[config.mk]
export PLATFORM = sky130hd
export DESIGN_NAME = demux_1_4
export DESIGN_NICKNAME = d
export VERILOG_FILES = /design/src/rtl/demux_1_4.sv
export SDC_FILE = /design/constraint.sdc
export NUM_CORES = 1
export LEC_CHECK = 0
export ABC_AREA = 1
export BUFFER_PORTS_ARGS = -buffer_cell sky130_fd_sc_hd__buf_2
export CAP_MARGIN = 20
export CORE_UTILIZATION = 45
export DETAILED_ROUTE_END_ITERATION = 6
export PLACE_DENSITY = 0.78
export SLEW_MARGIN = 0
export SYNTH_ARGS = -nofsm -noshare
export SYNTH_HDL_FRONTEND = slang
export SYNTH_SLANG_ARGS = --single-unit
export TNS_END_PERCENT = 20
[constraint.sdc]
create_clock -name clk -period 2.5 [get_ports clk]
set_clock_uncertainty 0.2 [all_clocks]
set_input_delay 0.375 -clock clk [delete_from_list [all_inputs] [get_ports clk]]
set_output_delay 0.375 -clock clk [all_outputs]
set_load 0.02 [all_outputs]
[src/rtl/demux_1_4.sv]
// 1-to-4 stream demultiplexer: each input beat is steered by in_sel into one of
// four independent 2-entry FIFOs, each with its own handshake and delivered-beat counter.
module demux_1_4 #(
    parameter int DW = 2,
    parameter int CW = 8
) (
    input  logic            clk,
    input  logic            rst_n,
    input  logic            in_valid,
    output logic            in_ready,
    input  logic [DW-1:0]   in_data,
    input  logic [1:0]      in_sel,
    output logic [3:0]      out_valid,
    input  logic [3:0]      out_ready,
    output logic [4*DW-1:0] out_data,
    output logic [4*CW-1:0] ch_cnt
);

    // Handshake: a beat transfers on a rising edge where valid and ready are both
    // high; valid never depends on ready, and in_ready never depends on out_ready.
    logic [3:0] full;

    assign in_ready = rst_n && !full[in_sel];

    for (genvar n = 0; n < 4; n++) begin : g_ch
        logic [DW-1:0] mem [2];
        logic          wr_ptr;
        logic          rd_ptr;
        logic [1:0]    count;
        logic [CW-1:0] cnt;
        logic          push;
        logic          pop;

        assign push = in_valid && in_ready && (in_sel == 2'(n));
        assign pop  = (count != 2'd0) && out_ready[n];

        always_ff @(posedge clk) begin
            if (!rst_n) begin
                count  <= 2'd0;
                wr_ptr <= 1'b0;
                rd_ptr <= 1'b0;
                mem[0] <= '0;
                mem[1] <= '0;
                cnt    <= '0;
            end else begin
                if (push) begin
                    mem[wr_ptr] <= in_data;
                    wr_ptr      <= ~wr_ptr;
                end
                if (pop) begin
                    rd_ptr <= ~rd_ptr;
                    cnt    <= cnt + CW'(1);
                end
                // Push needs count<2 and pop needs count>0, so both together leave count unchanged.
                case ({push, pop})
                    2'b10:   count <= count + 2'd1;
                    2'b01:   count <= count - 2'd1;
                    default: count <= count;
                endcase
            end
        end

        assign full[n]              = (count == 2'd2);
        assign out_valid[n]         = (count != 2'd0);
        assign out_data[n*DW +: DW] = mem[rd_ptr];
        assign ch_cnt[n*CW +: CW]   = cnt;
    end

endmodule

# Word level (Yosys, flattened, before mapping)
# Memory sizes are Yosys's and may differ from the RTL's. A register that Yosys moved wholly into a read port is not among the register bits.
# Cells that the tools add are included.
dict set report word_totals {
  memories 4
  ram_bits 16
  register_bits 48
  romBits 0
  inputBits 11
  latch_bits 0
}
# name depth width rd rd_ports_with_merged_regs write_ports line
set mem_list {}
lappend mem_list {{g_ch[0].mem} 2 2 1 1 2 26} ;# logic [DW-1:0] mem [2];
lappend mem_list {{g_ch[1].mem} 2 2 1 1 2 26}
lappend mem_list {{g_ch[2].mem} 2 2 1 1 2 26}
lappend mem_list {{g_ch[3].mem} 2 2 1 1 2 26}
dict set report op_classes {
  muxes 39
  addsub 12
  n_reduce_logical 24
  n_eq_ne 15
  bitwise 8
  n_div 0
  magnitude_cmp 1
  n_mul 0
  shift 0
}
# operator count
set op_table {}
lappend op_table {{8-bit by 1-bit adder with 8-bit output (second input constant)} 4}
lappend op_table {{1-bit 2-to-1 mux} 30}
lappend op_table {{2-bit equality test (second input constant)} 10}
lappend op_table {{2-bit one-hot mux with 2 select lines} 4}
lappend op_table {{2-bit nonzero test} 8}
lappend op_table {{2-bit by 1-bit equality test with 1-bit output (second input constant)} 5}
lappend op_table {{1-bit logical AND} 10}
lappend op_table {{2-bit by 1-bit adder with 2-bit output (second input constant)} 4}
lappend op_table {{2-bit 2-to-1 mux} 4}
lappend op_table {{1-bit NOT} 8}
lappend op_table {{2-bit OR reduction} 4}
lappend op_table {{2-bit by 1-bit subtractor with 2-bit output (second input constant)} 4}
lappend op_table {{2-bit by 3-bit less-than comparator with 1-bit output (second input constant)} 1}
lappend op_table {{1-bit binary-select mux with 2-bit select} 1}
lappend op_table {{2-bit logical NOT} 1}
lappend op_table {{1-bit logical NOT} 1}

# Depth between registers and ports, before layout
dict set report depth {
  word_depth 12
  ltp_mapped 11
  mapped_depth_nobuf 11
}

# Worst setup path before layout
# No wires, ideal clock.
dict set report synth_path {
  path_kind {flip-flop to flip-flop}
  start {register g_ch[3].count[0]}
  end {register g_ch[2].count[1]}
  n_path_buf 0
  t_arrival_ns 1.553
  required_ns 2.178
  synth_period_minus_slack_ns 1.876
  path_stages_with_launch 11
  setup_ns 0.122
  path_slack_ns 0.624
  path_cell_list {dfxtp_1 > inv_2 > nand4_1 > inv_1 > nor2_4 > nand4_1 > ha_1 > a21oi_1 > o21ai_0 > o21ai_0 > a21oi_1}
}
dict set report synth_between {
  elab_chain_cells 9
}
# element line
set synth_lines {}
lappend synth_lines {{from (decl)} 29} ;# logic [1:0] count;
lappend synth_lines {{from (signal assigned)} 56} ;# 2'b10: count <= count + 2'd1;
lappend synth_lines {{from (signal assigned)} 57} ;# 2'b01: count <= count - 2'd1;
lappend synth_lines {{from (signal assigned)} 58} ;# default: count <= count;
lappend synth_lines {{2-bit equality test *} 63} ;# assign full[n] = (count == 2'd2);
lappend synth_lines {{1-bit binary-select mux with 2-bit select *} 23} ;# assign in_ready = rst_n && !full[in_sel];
lappend synth_lines {{1-bit 2-to-1 mux (not written as such) *} 23}
lappend synth_lines {{1-bit logical NOT *} 23}
lappend synth_lines {{1-bit logical AND *} 23}
lappend synth_lines {{1-bit logical AND * (2 in a row)} 34} ;# assign push = in_valid && in_ready && (in_sel == 2'(n));
lappend synth_lines {{2-bit by 1-bit equality test with 1-bit output / 2-bit equality test (equally long branches)} 55} ;# case ({push, pop})
lappend synth_lines {{2-bit one-hot mux with 2 select lines / 2-bit nonzero test (equally long branches)} n/a}
lappend synth_lines {{to (signal assigned)} 56}
lappend synth_lines {{to (signal assigned)} 57}
lappend synth_lines {{to (signal assigned)} 58}
lappend synth_lines {{to (decl)} 29}
# Mark *: on every way between the ends. The rest lies on a longest branch, timed or not. The select of a mux whose other input is x is not followed.
# A chain may end at the register's enable or synchronous reset.

# Final worst setup path
dict set report layout_path {
  start {register g_ch[3].count[0]}
  end {register g_ch[1].count[1]}
}
dict set report layout_between {
  elab_chain_cells 9
}
# element line
set layout_lines {}
lappend layout_lines {{2-bit equality test *} 63}
lappend layout_lines {{1-bit binary-select mux with 2-bit select *} 23}
lappend layout_lines {{1-bit 2-to-1 mux (not written as such) *} 23}
lappend layout_lines {{1-bit logical NOT *} 23}
lappend layout_lines {{1-bit logical AND *} 23}
lappend layout_lines {{1-bit logical AND * (2 in a row)} 34}
lappend layout_lines {{2-bit by 1-bit equality test with 1-bit output / 2-bit equality test (equally long branches)} 55}
lappend layout_lines {{2-bit one-hot mux with 2 select lines / 2-bit nonzero test (equally long branches)} n/a}
lappend layout_lines {{to (signal assigned)} 56}
lappend layout_lines {{to (signal assigned)} 57}
lappend layout_lines {{to (signal assigned)} 58}
lappend layout_lines {{to (decl)} 29}
# Marks and branches as above.

==> flow_summary.json <==
{
  "fin_setup_tns_ns": 0,
  "cellLeakagePower_nw": 1.651,
  "h-tree-depth": 3,
  "tightest_slew_ns": 0.4018,
  "syn_area_per_cell_sq_um": 8.658,
  "rsz0062_at_grt": "no",
  "cts_buffers": 9,
  "seq_power_share_pct": 51.1,
  "wirelength_mm": 5.987,
  "post-route-period-util_pct": 82.37,
  "crit_chain": "inv_2 -> nand4_1 -> inv_1 -> nor2_4 -> nand4_1 -> ha_1 -> a21oi_1 -> o21ai_0 -> o21ai_0 -> a21oi_1",
  "startpoint_type": "flop",
  "postCtsHoldBufs": 0,
  "setup_viol": 0,
  "clockPowerShare_pct": 36.3,
  "gr-usage-met3_pct": 4.620,
  "min_period_ns": 2.059,
  "status": "finished, violations left",
  "drtAntennaViolNets": 0,
  "cp_max_fo": 4,
  "dr.pass1.iters": 6,
  "synthCells": 363,
  "fmax_ghz": 0.4856,
  "ff_latch_area_sq_mm": 0.001521,
  "rows": 30,
  "layout.nets": 444,
  "grt_overflow_total": 0,
  "hold_path_class": "in -> reg",
  "die_area_sq_mm": 0.007323,
  "critPathKind": "reg -> reg",
  "antenna_found_initial": 0,
  "ys_types": 33,
  "drc": 1,
  "io_pins": 56,
  "drt-wirelength-per-cell_um": 11.74,
  "hold_slack_ns": 0.1364,
  "postCtsSetupRepairBufs": 0,
  "peakVddDrop_v": 0.0002573,
  "clock_latency_ns": 0.34,
  "yosysWarnings": 0,
  "io_buffers": 55,
  "fp.dieW_um": 85.58,
  "chipHeight_um": 85.58,
  "violations": "design-rule violations",
  "cts_sinks": 68,
  "syn2layout_area_growth_pct": 17.60,
  "seq_area_frac_synth_pct": 48.41,
  "drv_cap": 0,
  "crit_required_ns": 2.53,
  "grt_usage_pct": 17.39,
  "fill_cells": 642,
  "critPathTopFamily": "compound AO/OA/AOI/OAI gates",
  "n_antenna_cell": 0,
  "drt-initial-drc-count": 82,
  "start_util_pct": 46.52,
  "cp.arrival_ns": 2.09,
  "clk_pin_slew_ns": 0.08,
  "routabilityCongestion": 0.8385,
  "power_density_mw_per_mm2": 640.0,
  "cp-end-kind": "flop",
  "p_int_mw": 1.719,
  "multiInputGateArea_sq_mm": 0.001409,
  "core_sq_mm": 0.006756,
  "hpwl_mm": 4.482,
  "maxSlewViolCount": 0,
  "final_hold_viol_count": 0,
  "global_route.usage.met2_pct": 28.44,
  "vias_per_cell": 5.012,
  "layout-drive-gt1-share_pct": 28.37,
  "root_buffer": "clkbuf_8",
  "maxSlewHeadroom_pct": 73.05,
  "comb_power_share_pct": 12.6,
  "slowest_stage": "dfxtp_1",
  "rrSetupSlack_ns": 0.44,
  "crit_buf_inv": 2,
  "cts_tree": "done",
  "syn-cell-area_sq_mm": 0.003143,
  "cpPeakStageDelay_ns": 0.40,
  "first_global_vias": 2266,
  "top_usage_layer": "met2",
  "clockBufferDepth": 2,
  "fin_util_pct": 54.70,
  "grt_pass1_wl_mm": 9.915,
  "p_switching_uw": 646.0,
  "cts_resized": 0,
  "p_sw_share_pct": 27.31,
  "met1_usage_pct": 21.70,
  "synth_nets": 382,
  "grt_max_degree": 23,
  "synth_seq_cells": 68,
  "num_vias": 2556
}
flip-flops by register name, indices dropped and copies added, names as in the netlist, named ones only:
| name | count |
|---|---|
| g_ch.cnt | 32 |
| g_ch.rd_ptr | 4 |
| g_ch.mem | 16 |
| g_ch.wr_ptr | 4 |
| g_ch.count | 8 |
metrics by stage:
| stage | setup WS (ns) | total power [mW] | instances | instance area [sq um] |
|---|---|---|---|---|
| after CTS | 0.4355 | 2.394 | 510 | 3696 |
| after global placement | 0.4045 | 1.520 | 494 | 3501 |
| final | 0.4407 | 2.365 | 510 | 3696 |
| after floorplan | 0.6244 | 1.442 | 363 | 3143 |
| after detailed placement | 0.3019 | 1.532 | 494 | 3501 |
| after global routing | 0.1553 | 2.486 | 510 | 3696 |
routing by layer:
metal / part of all wire, % / vias to the layer above
met5: 0 / -
met4: 1.2 / 0
met3: 3.9 / 8
met2: 48 / 53
met1: 47 / 1155
li1: - / 1340
worst reg2reg max path, cell delays in order (launching register included):
cell and delay, ns:
dfxtp_1 0.40, inv_2 0.06, nand4_1 0.14, inv_1 0.09
nor2_4 0.13, nand4_1 0.13, ha_1 0.35, a21oi_1 0.11
o21ai_0 0.11, o21ai_0 0.17, a21oi_1 0.05
logic make-up after synthesis:
kind of cell	count (synthesis)	share of synthesized area [%]
adder cells (fa/ha/maj)	8	3.185
XOR/XNOR	3	0.8361
buffers and inverters	54	6.767
AND/OR/NAND/NOR	150	25.88
flip-flops	68	48.41
multiplexers	8	2.866
AO/OA/AOI/OAI	72	12.06
cells in the mapped netlist, drive strengths merged:
library cell / count / area share [%]
xor2: 3 / 0.84
a21oi: 33 / 5.3
clkbuf: 2 / 0.36
nand3: 8 / 2.0
nand4: 16 / 4.4
ha: 8 / 3.2
dfxtp: 52 / 33
o21ai: 32 / 5.2
o21bai: 5 / 1.2
buf: 4 / 0.68
nor3: 4 / 1.3
nand2: 54 / 7.6
mux2: 8 / 2.9
nor2: 61 / 8.8
clkinv: 1 / 0.12
edfxtp: 16 / 15
inv: 47 / 5.6
a31oi: 2 / 0.40
nor3b: 7 / 1.8
final cells by class:
| type | count | share of cell area [%] |
|---|---|---|
| Sequential cell | 68 | 41.16 |
| Multi-Input combinational cell | 241 | 38.12 |
| Timing Repair Buffer | 57 | 7.854 |
| Inverter | 48 | 4.875 |
| Clock buffer | 11 | 4.401 |
| Tap cell | 80 | 2.708 |
| Clock inverter | 5 | 0.8802 |
path summary, 6_finish.rpt:
check	start	endpoint	cells past startpoint
min	out_ready[2]	g_ch[2].cnt[0]$_SDFFE_PN0P_	3
max reg2reg	g_ch[3].count[0]$_SDFFE_PN0P_	g_ch[1].count[1]$_SDFFE_PN0P_	10
max	g_ch[3].count[0]$_SDFFE_PN0P_	g_ch[1].count[1]$_SDFFE_PN0P_	10
min reg2reg	g_ch[3].rd_ptr$_SDFFE_PN0P_	g_ch[3].rd_ptr$_SDFFE_PN0P_	1
power groups by stage:
stage          clock, mW  sequential (mW)  combinational (mW)
2_1_floorplan          0             1.24               0.202
3_3_place_gp           0             1.23               0.290
3_5_place_dp           0             1.23               0.298
4_1_cts            0.885             1.21               0.300
5_1_grt            0.940             1.21               0.332
6_report           0.859             1.21               0.298
cell usage in the layout (no fill, tap or decap), types with 2 or more instances in the layout:
cell / synthesis / layout
buf_4: 1 / 2
nand2_2: 11 / 11
nor2_4: 2 / 2
xor2_1: 3 / 3
edfxtp_1: 16 / 16
nor3b_1: 6 / 6
o21ai_0: 31 / 31
nand4_2: 6 / 6
nand3_2: 2 / 2
clkbuf_8: 0 / 10
nor2_1: 51 / 51
nor2_2: 7 / 7
nor3_2: 4 / 4
mux2_2: 8 / 8
nand4_1: 10 / 10
o21bai_1: 5 / 5
nand3_1: 5 / 5
clkinv_2: 0 / 2
a31oi_1: 2 / 2
a21oi_1: 33 / 33
dfxtp_1: 52 / 52
inv_2: 4 / 4
inv_1: 43 / 43
nand2_1: 42 / 42
ha_1: 8 / 8
buf_2: 2 / 55
Note: power is estimated with default switching activity, not from simulation.
